`src/rtl/sr_drv_pkg.sv`:
```
// Shared types and constants for the SR latch driver.
package sr_drv_pkg;

  typedef enum logic [2:0] {
    IDLE,
    SETUP,
    PULSE,
    HOLD,
    CHECK
  } state_t;

  localparam logic [1:0] ERR_OK        = 2'b00;
  localparam logic [1:0] ERR_ILLEGAL   = 2'b01;
  localparam logic [1:0] ERR_MISMATCH  = 2'b10;
  localparam logic [1:0] ERR_FORBIDDEN = 2'b11;

  // Two cycles to clear the synchronizer, one more to sample it.
  localparam logic [3:0] CHECK_CYC = 4'd3;

  // Classify the synchronized latch feedback against the value the command should have left.
  function automatic logic [1:0] readback_err(input logic q, input logic qbar, input logic expect_q);
    if (q == qbar) begin
      return ERR_FORBIDDEN;
    end else if (q != expect_q) begin
      return ERR_MISMATCH;
    end else begin
      return ERR_OK;
    end
  endfunction

endpackage

```
`src/rtl/sr_latch_driver_sync2.sv`:
```
// Two-flop synchronizer for the asynchronous latch feedback.
module sync2 #(
  parameter int WIDTH = 2
) (
  input  logic             clk,
  input  logic             rst_n,
  input  logic [WIDTH-1:0] d,
  output logic [WIDTH-1:0] q
);

  logic [WIDTH-1:0] meta;

  // Double-register the feedback so downstream logic sees a settled level.
  always_ff @(posedge clk or negedge rst_n) begin
    if (!rst_n) begin
      meta <= '0;
      q    <= '0;
    end else begin
      meta <= d;
      q    <= meta;
    end
  end

endmodule

```
`src/rtl/sr_latch_driver.sv`:
```
// Sequences set/reset commands onto a gated SR latch with setup/pulse/hold timing
// and verifies the latch state through a synchronized readback.
module sr_latch_driver
  import sr_drv_pkg::*;
#(
  parameter int SETUP_CYC = 1,
  parameter int PULSE_W   = 2,
  parameter int HOLD_CYC  = 1
) (
  input  logic       clk,
  input  logic       rst_n,
  input  logic       req_valid,
  output logic       req_ready,
  input  logic       set_req,
  input  logic       rst_req,
  output logic       s,
  output logic       r,
  output logic       en,
  input  logic       q_fb,
  input  logic       qbar_fb,
  output logic       done,
  output logic [1:0] err
);

  localparam logic [3:0] SETUP_LD = 4'(SETUP_CYC - 1);
  localparam logic [3:0] PULSE_LD = 4'(PULSE_W - 1);
  localparam logic [3:0] HOLD_LD  = 4'(HOLD_CYC - 1);

  state_t     state, state_n;
  logic [3:0] cnt, cnt_n;
  logic       s_n, r_n, en_n, done_n;
  logic [1:0] err_n;
  logic       cmd_set, cmd_set_n;
  logic       q_sync, qbar_sync;

  sync2 #(.WIDTH(2)) u_sync (
    .clk   (clk),
    .rst_n (rst_n),
    .d     ({q_fb, qbar_fb}),
    .q     ({q_sync, qbar_sync})
  );

  assign req_ready = (state == IDLE);

  // Register state, timer, command memory and all latch-facing outputs.
  always_ff @(posedge clk or negedge rst_n) begin
    if (!rst_n) begin
      state   <= IDLE;
      cnt     <= '0;
      s       <= 1'b0;
      r       <= 1'b0;
      en      <= 1'b0;
      done    <= 1'b0;
      err     <= ERR_OK;
      cmd_set <= 1'b0;
    end else begin
      state   <= state_n;
      cnt     <= cnt_n;
      s       <= s_n;
      r       <= r_n;
      en      <= en_n;
      done    <= done_n;
      err     <= err_n;
      cmd_set <= cmd_set_n;
    end
  end

  // Next-state and next-output logic; s/r only ever load complementary command bits.
  always_comb begin
    state_n   = state;
    cnt_n     = cnt;
    s_n       = s;
    r_n       = r;
    en_n      = en;
    done_n    = 1'b0;
    err_n     = ERR_OK;
    cmd_set_n = cmd_set;
    case (state)
      IDLE: begin
        s_n  = 1'b0;
        r_n  = 1'b0;
        en_n = 1'b0;
        if (req_valid) begin
          if (set_req && rst_req) begin
            done_n = 1'b1;
            err_n  = ERR_ILLEGAL;
          end else if (!set_req && !rst_req) begin
            done_n = 1'b1;
          end else begin
            state_n   = SETUP;
            cnt_n     = SETUP_LD;
            s_n       = set_req;
            r_n       = rst_req;
            cmd_set_n = set_req;
          end
        end
      end
      SETUP: begin
        if (cnt == 4'd0) begin
          state_n = PULSE;
          cnt_n   = PULSE_LD;
          en_n    = 1'b1;
        end else begin
          cnt_n = cnt - 4'd1;
        end
      end
      PULSE: begin
        if (cnt == 4'd0) begin
          state_n = HOLD;
          cnt_n   = HOLD_LD;
          en_n    = 1'b0;
        end else begin
          cnt_n = cnt - 4'd1;
        end
      end
      HOLD: begin
        if (cnt == 4'd0) begin
          state_n = CHECK;
          cnt_n   = CHECK_CYC - 4'd1;
          s_n     = 1'b0;
          r_n     = 1'b0;
        end else begin
          cnt_n = cnt - 4'd1;
        end
      end
      CHECK: begin
        if (cnt == 4'd0) begin
          state_n = IDLE;
          cnt_n   = 4'd0;
          done_n  = 1'b1;
          err_n   = readback_err(q_sync, qbar_sync, cmd_set);
        end else begin
          cnt_n = cnt - 4'd1;
        end
      end
      default: begin
        state_n = IDLE;
        cnt_n   = 4'd0;
        s_n     = 1'b0;
        r_n     = 1'b0;
        en_n    = 1'b0;
      end
    endcase
  end

endmodule

```
`config.mk`:
```
export PLATFORM = sky130hd
export DESIGN_NAME = sr_latch_driver
export DESIGN_NICKNAME = d
export VERILOG_FILES = /design/src/rtl/sr_drv_pkg.sv /design/src/rtl/sr_latch_driver_sync2.sv /design/src/rtl/sr_latch_driver.sv
export SDC_FILE = /design/constraint.sdc
export NUM_CORES = 1
export LEC_CHECK = 0
export ABC_AREA = 1
export BUFFER_PORTS_ARGS = -buffer_cell sky130_fd_sc_hd__buf_4
export CAP_MARGIN = 20
export CORE_UTILIZATION = 54
export DETAILED_ROUTE_END_ITERATION = 7
export PLACE_DENSITY = 0.76
export SKIP_CTS_REPAIR_TIMING = 1
export SLEW_MARGIN = 20
export SYNTH_ARGS = -nofsm -noshare
export SYNTH_HDL_FRONTEND = slang
export SYNTH_SLANG_ARGS = --single-unit
export TNS_END_PERCENT = 10
```
`constraint.sdc`:
```
create_clock -name clk -period 1.7 [get_ports clk]
set_input_delay 0.34 -clock clk [delete_from_list [all_inputs] [get_ports clk]]
set_output_delay 0.34 -clock clk [all_outputs]
set_load 0.03 [all_outputs]
```
==> run metrics, run 1 <==
Area Growth Syn to Fin 18.0%; Buf+Inv Stages, Crit Path 2; top cell type's share of synthesized area a little under half; Routed met2 length approximately 850 um; switching pwr between 0.8 and 0.9 mW; first-pass GRT wire length approximately 3000 um; sequential share of the synthesized area a little under half; sequential power share between 30% and 40%; Die Area 0.00195 mm^2; latest clock arrival within the worst-skew pair about 0.28 ns; Setup Total Neg Slack 0 ns; CP endpoint kind primary output; DRC viols 0; dominant cell type by area after synthesis dfrtp_1; VDD IR max 0.000988 V; crit path max fanout 7; largest net degree at the start of global routing 19; synthesized area 960 um^2; crit path DAT approximately 1.2 ns; initial core utilization 60.9%; layout cell share with drive strength beyond 1 a little over a quarter; H-tree levels 1; top routing layer in use met4; Antenna Diode Count 0; Post-DP HPWL about 1300 um; Max Clk Rate between 600 and 700 MHz; P_leak between 0.6 and 0.7 nW; final net count 146; #FFs+latches synth 18; max_slew headroom between 80% and 90%; fin crit period ~1.6 ns; Clk network pwr share a little over an eighth; Mapped Cells 114; critical path class flop to primary output; WP depth 4; WL final approximately 1700 um; Slew Limit Fails 0; gpl congestion roughly 0.84; total gr overflow 0; met1 wire length 801 um; dpl ws between 0.3 and 0.4 ns; CTS Sinks 18; # port buffers 13; crit path launch type flop; status complete, no violations; vias in the first global route ~740; switching part of the total 44.9%; hold violation count in the final report 0; CP Capture Point req_ready; Hold Path Stages 1; # Max-Cap Violations 0; ratio of total power to cell area 1700 mW/mm^2; Warnings, synthesis 0; Setup Skew roughly 0.0019 ns; Pwr Total around 1.9 mW; root buffer cell clkbuf_4; syn_nets 126; reg2reg start cnt[0]$_DFFE_PN0P_; met3 WL roughly 58 um; Die H 44.2 um; gr usage total 21.2%; critical path required time between 1 and 1.5 ns; RSZ-0062 raised after global routing no; total number of vias 776; # rows 14; final setup fails 0; synth unique cells 20; Longest Clk Path Bufs 2; worst r2r dst cnt[2]$_DFFE_PN0P_; Critical Path Source state[0]$_DFFE_PN0P_; crit path max-delay cell type dfrtp_2; core box area between 0.0015 and 0.002 mm^2; routed vias/inst approximately 5.2; DRT antenna net count 0; P_int 1.06 mW; combinational power share 53.1%; Worst-path clk slew ~0.1 ns; pin slew with the least headroom to its limit about 0.27 ns; CP Cell Sequence inv_1 -> nand2_2 -> nor2_4 -> buf_4; initial antenna violation count 0; Hold/Removal Path Class primary input to flop; CTS buffer count 3; drt first pass iters 4; final period utilization 92.0%; IO Pins 14; critical path's largest stage delay between 0.4 and 0.5 ns; initial drt markers 4; reg-to-reg slack, setup 0.32 ns; TritonCTS clock tree done; Mean Syn Cell Area 8.42 um^2; R2R depth 7; main area contributors after synthesis dfrtp_1, nand2_1, ha_1; most frequent cells in the layout nand2_1, dfrtp_1, buf_4; die width between 40 and 50 um; delay-heaviest family, CP flip-flops; leading cell type in the layout, fill and taps excluded nand2_1; Avg WL per Cell about 12 um; final setup margin around 0.14 ns
## worst reg2reg max path, cell delays in order, from the launching register on
cell	delay, ns
dfrtp_1	0.42
inv_1	0.07
ha_1	0.21
nand2_2	0.12
inv_1	0.19
nor2_1	0.09
o21ai_0	0.08
nand3_1	0.09
## how the worst min path moves through the flow
stage | start | endpoint | slack (ns)
after floorplan | rst_n | cmd_set$_DFFE_PN0P_ | 0.04
after global placement | rst_n | s$_DFFE_PN0P_ | 0.22
after detailed placement | rst_n | s$_DFFE_PN0P_ | 0.22
after CTS | rst_n | en$_DFFE_PN0P_ | -0.10
after global routing | q_fb | u_sync.meta[1]$_DFF_PN0_ | 0.13
final | qbar_fb | u_sync.meta[0]$_DFF_PN0_ | 0.16
## metal layers
metal,up-vias,track usage (%)
met5,-,0
met1,363,26.6
li1,398,-
met4,0,5.45
met3,2,6.12
met2,13,35.9
## final cells by class
class	count	area (um^2)
Clock buffer	4	36.3
Inverter	17	65.1
Fill cell	143	444
Tap cell	16	20.0
Multi-Input combinational cell	79	444
Timing Repair Buffer	15	115
Sequential cell	18	452
## cells by family after synthesis
group	after synthesis	synth area share (%)
XOR/XNOR	3	2.74
adder cells (fa/ha/maj)	5	6.52
AO/OA/AOI/OAI	11	6.00
flip-flops	18	46.9
AND/OR/NAND/NOR	60	31.0
buffers and inverters	17	6.78
## flip-flops by register name (all words and copies together) (netlist names)
name	cells
u_sync.q	2
cmd_set	1
en	1
r	1
done	1
cnt	4
u_sync.meta	2
err	2
state	3
s	1
## through the flow
stage | util, % | instances | cell area (um^2) | hold WS (ns)
detailed placement | 68.3 | 143 | 1080 | 0.219
CTS | 70.6 | 147 | 1110 | -0.103
global route | 71.8 | 149 | 1130 | 0.128
global placement | 68.3 | 143 | 1080 | 0.216
floorplan | - | 114 | 960 | 0.0444
finish | 71.8 | 149 | 1130 | 0.155
## power groups by stage
stage	combinational [mW]	sequential [mW]	clock (mW)
2_1_floorplan	0.702	0.709	0
3_3_place_gp	0.975	0.656	0
3_5_place_dp	1.00	0.660	0
4_1_cts	1.01	0.653	0.264
5_1_grt	1.15	0.666	0.284
6_report	1.02	0.654	0.251
## cells in the mapped netlist
library cell,number
nand2_2,5
nand2_1,28
inv_2,3
nand4_1,3
nand3_1,6
o21ai_0,7
o21ai_1,2
clkinv_2,1
nor2_1,10
xor2_1,1
nor3_1,1
ha_1,5
nand3_2,3
inv_1,13
nor2_2,1
o22ai_1,2
nor2_4,1
xnor2_1,2
nand2_4,2
dfrtp_1,18
No activity file was read; power rests on OpenSTA's default activity.
==> run 2: changes to the inputs <==
--- a/config.mk
+++ b/config.mk
@@ -6,7 +6,7 @@
 export NUM_CORES = 1
 export LEC_CHECK = 0
 export ABC_AREA = 1
-export BUFFER_PORTS_ARGS = -buffer_cell sky130_fd_sc_hd__buf_4
+export BUFFER_PORTS_ARGS = -buffer_cell sky130_fd_sc_hd__buf_2
 export CAP_MARGIN = 20
 export CORE_UTILIZATION = 54
 export DETAILED_ROUTE_END_ITERATION = 7
==> run 2 against run 1 <==
Compared with the run above: worst hold slack got worse by 0.011 ns; wire length grew 0.70%; flip-flop and latch count is the same; fmax fell by 1.3%; clock power rose by 5%; setup slack lost 0.021 ns; non-clock buffer count unchanged; critical endpoint unchanged; largest cell class unchanged.
==> run metrics, run 2 (same netlist as run 1, synthesis figures left out) <==
status complete, no violations; max_slew headroom 73.8%; Die Area just under 0.002 mm^2; crit path max-delay cell type dfrtp_2; Worst-path clk slew 0.10 ns; layout cell share with drive strength beyond 1 26.3%; Max Clk Rate about 630 MHz; routed vias/inst approximately 5.2; dpl ws about 0.31 ns; first-pass GRT wire length 3050 um; placed cell count about 140; TritonCTS clock tree done; final setup margin ~0.11 ns; H-tree levels 1; critical path's largest stage delay around 0.46 ns; ratio of total power to cell area between 1500 and 2000 mW/mm^2; most frequent cells in the layout nand2_1, dfrtp_1, inv_1; Biggest register cnt; Avg WL per Cell about 12 um; gpl congestion 0.821; total number of vias roughly 800; DRC viols 0; Longest Clk Path Bufs 2; WL final ~1700 um; # rows 14; hold violation count in the final report 0; IO Pins 14; RSZ-0062 raised after global routing no; root buffer cell clkbuf_4; CP Cell Sequence inv_1 -> nand2_2 -> nor2_4 -> buf_4; fin crit period 1.59 ns; Setup Skew 0.00494 ns; Post-DP HPWL roughly 1300 um; CTS Sinks 18; max FFs per register 4; initial antenna violation count 0; vias in the first global route between 700 and 800; final period utilization between 90 and 100%; # Max-Cap Violations 0; Largest regs cnt x4, state x3; pin slew with the least headroom to its limit 0.393 ns; crit path max fanout 7; final net count around 150; initial core utilization about three fifths; total gr overflow 0; # port buffers 13; crit path DAT 1.25 ns; Area Growth Syn to Fin 14.9%; crit path launch type flop; Pwr Total 1.91 mW; DRT antenna net count 0; critical path required time roughly 1.4 ns; final setup fails 0; critical path class flop to primary output; Slew Limit Fails 0; CP endpoint kind primary output; largest net degree at the start of global routing 19; core box area about 0.0016 mm^2; leading cell type in the layout, fill and taps excluded nand2_1; non-filler cells, final 149; P_leak between 0.6 and 0.7 nW; VDD IR max around 0.00093 V; fin area 0.00110 mm^2; Hold/Removal Path Class primary input to flop; initial drt markers 22; Antenna Diode Count 0; CTS buffer count 3; placed cell areas between 0.001 and 0.0015 mm^2; latest clock arrival within the worst-skew pair 0.30 ns; Die H 44.2 um; gr usage total between 20% and 30%; die width 44.2 um; drt first pass iters 4
## run 2: worst paths after layout
check                                         start                        to  slack (ns)  cells after the start
max                            state[0]$_DFFE_PN0P_                 req_ready        0.11                      4
min                                            q_fb  u_sync.meta[1]$_DFF_PN0_        0.14                      1
max reg2reg                      cnt[0]$_DFFE_PN0P_        cnt[2]$_DFFE_PN0P_        0.31                      7
min reg2reg                u_sync.meta[1]$_DFF_PN0_     u_sync.q[1]$_DFF_PN0_        0.36                      0
max in group asynchronous                     rst_n      state[0]$_DFFE_PN0P_        0.90                      2
min in group asynchronous                     rst_n             s$_DFFE_PN0P_        0.49                      2
## run 2: critical path, delay by kind of cell, from the launching register on
kind,cells,cell delay (ns)
buffers and inverters,2,0.30
DFF,1,0.46
and+or+nand+nor,2,0.20
## run 2: area by class of cell
| cell class | instances | area [um^2] |
|---|---|---|
| fillers | 111 | 474 |
| flip-flops and latches | 18 | 452 |
| multi-input cells | 79 | 444 |
| repair buffers | 15 | 85.1 |
| inverters | 17 | 65.1 |
| clock buffers | 4 | 36.3 |
| well taps | 16 | 20.0 |
## run 2: metal layers
layer | vias to the layer above | track usage (%) | share of wire (%)
li1 | 397 | - | -
met5 | - | 0 | 0
met2 | 18 | 33.8 | 47
met4 | 0 | 14.5 | 2.8
met3 | 6 | 4.90 | 3.4
met1 | 356 | 29.2 | 47
## run 2: per-stage QoR
stage	TNS [ns]	hold slack (ns)	util [%]
after CTS	-0.0343	-0.0465	68.6
after global placement	0	0.284	66.3
after global routing	0	0.116	69.9
after floorplan	0	0.0444	-
final	0	0.144	69.9
after detailed placement	0	0.291	66.3
## run 2: where the power goes
part	internal [mW]	switching (mW)	total, mW
clock network	0.131	0.132	0.263
registers	0.548	0.106	0.654
logic	0.361	0.635	0.995
==> run 3: changes to the inputs <==
==> constraint.sdc (replaced) <==
create_clock -name clk -period 1.7 [get_ports clk]
set_input_delay 0.34 -clock clk [delete_from_list [all_inputs] [get_ports clk]]
set_output_delay 0.34 -clock clk [all_outputs]
set_load 0.01 [all_outputs]
==> run 3 against run 2 <==
Compared with the run above: combinational power shrank 11%; final cell count shrank 0.67%; setup slack lost 0.064 ns; global-route usage shrank 2.5 points; total power shrank 6.4%; sequential share of layout area grew 0.31 points; wire length shrank 5.6%; core utilization shrank 0.71 points; critical endpoint unchanged; largest cell class unchanged; largest power group unchanged; highest routed layer unchanged.
==> run metrics, run 3 (same netlist as run 1, synthesis figures left out) <==
status complete, no violations; fin area about 0.0011 mm^2; IO Pins 14; CP endpoint kind primary output; critical path class flop to primary output; total number of vias roughly 750; initial drt markers 23; initial core utilization between 60 and 70%; H-tree levels 1; leading cell type in the layout, fill and taps excluded nand2_1; fill count approximately 130; fin crit period roughly 1.6 ns; latest clock arrival within the worst-skew pair about 0.29 ns; vias in the first global route 690; reg2reg start cnt[0]$_DFFE_PN0P_; max FFs per register 4; WL final 1640 um; Largest regs cnt x4, state x3; largest net degree at the start of global routing 19; DRT antenna net count 0; Critical Path Source state[0]$_DFFE_PN0P_; most frequent cells in the layout nand2_1, dfrtp_1, inv_1, buf_2, nor2_1; Slew Limit Fails 0; drt first pass iters 4; R2R depth 7; # port buffers 13; layout cell share with drive strength beyond 1 roughly a quarter; max_slew headroom 74.4%; Setup Total Neg Slack 0 ns; Register Area approximately 450 um^2; Biggest register cnt; # Max-Cap Violations 0; Antenna Diode Count 0; crit path max fanout 7; Multi-input gate area approximately 440 um^2; TritonCTS clock tree done; Post-DP HPWL 1300 um; non-filler cells, final 148; routed vias/inst around 5.1; Die Area roughly 0.0019 mm^2; gpl congestion 0.860; Longest Clk Path Bufs 2; ratio of total power to cell area 1640 mW/mm^2; Hold/Removal Path Class primary input to flop; Avg WL per Cell around 11 um; Die H between 40 and 50 um; CTS Sinks 18; Worst-path clk slew about 0.10 ns; Area Growth Syn to Fin 13.7%; Setup Skew 0.00334 ns; final net count approximately 150; Pwr Total 1.79 mW; RSZ-0062 raised after global routing no; final setup fails 0; DRC viols 0; P_leak 0.617 nW; gr usage total between 15 and 20%; root buffer cell clkbuf_4; pin slew with the least headroom to its limit around 0.38 ns; Hold Path Stages 1; placed cell count 143; hold violation count in the final report 0; # rows 14; final period utilization a little under 100%; hold slack final ~0.15 ns; initial antenna violation count 0; VDD IR max 0.000873 V; critical path required time between 1 and 1.5 ns; core box area 0.00158 mm^2; crit path DAT about 1.3 ns; Worst Hold Launch qbar_fb; Max Clk Rate 606 MHz; total gr overflow 0; first-pass GRT wire length approximately 2800 um; crit path launch type flop; die width 44.2 um; CTS buffer count 3; placed cell areas 0.00104 mm^2
-- run 3: changes by cell type in the layout (fill, tap and decap cells not counted) --
| cell | previous run | this run |
|---|---|---|
| buf_2 | 12 | 13 |
| buf_4 | 2 | 0 |
| dfrtp_1 | 17 | 18 |
| dfrtp_2 | 1 | 0 |
-- run 3: critical path, stage by stage (launching register included) --
cell     delay, ns
dfrtp_1       0.46
inv_1         0.15
nand2_2       0.08
nor2_4        0.17
buf_2         0.16
-- run 3: metrics by stage --
step	util, %	worst slack, ns
4_1_cts	68.6	0.0452
3_3_place_gp	66.3	0.401
2_1_floorplan	-	0.476
6_report	69.2	0.0506
3_5_place_dp	66.3	0.335
5_1_grt	69.2	0.000881
-- run 3: cell type report --
class,count,share of cell area (%)
Inverter,17,5.96
Timing Repair Buffer,14,6.88
Multi-Input combinational cell,79,40.7
Tap cell,16,1.83
Sequential cell,18,41.3
Clock buffer,4,3.33
-- run 3: where the power goes --
part | switching [mW] | internal, mW | total [mW]
combinational | 0.553 | 0.330 | 0.883
sequential | 0.105 | 0.545 | 0.650
clock | 0.125 | 0.130 | 0.256
-- run 3: worst paths after layout --
kind	to	slack (ns)
max	req_ready	0.05
min	u_sync.meta[0]$_DFF_PN0_	0.15
max reg2reg	cnt[2]$_DFFE_PN0P_	0.33
min reg2reg	u_sync.q[1]$_DFF_PN0_	0.36
max in group asynchronous	u_sync.meta[1]$_DFF_PN0_	0.93
min in group asynchronous	cnt[2]$_DFFE_PN0P_	0.49
-- run 3: metal layers --
layer / global-route usage (%) / vias to the layer above / share of wire, %
met2: 32.6 / 18 / 48
met1: 26.3 / 331 / 47
li1: - / 400 / -
met5: 0 / - / 0
met4: 9.09 / 0 / 1.7
met3: 2.45 / 4 / 3.8
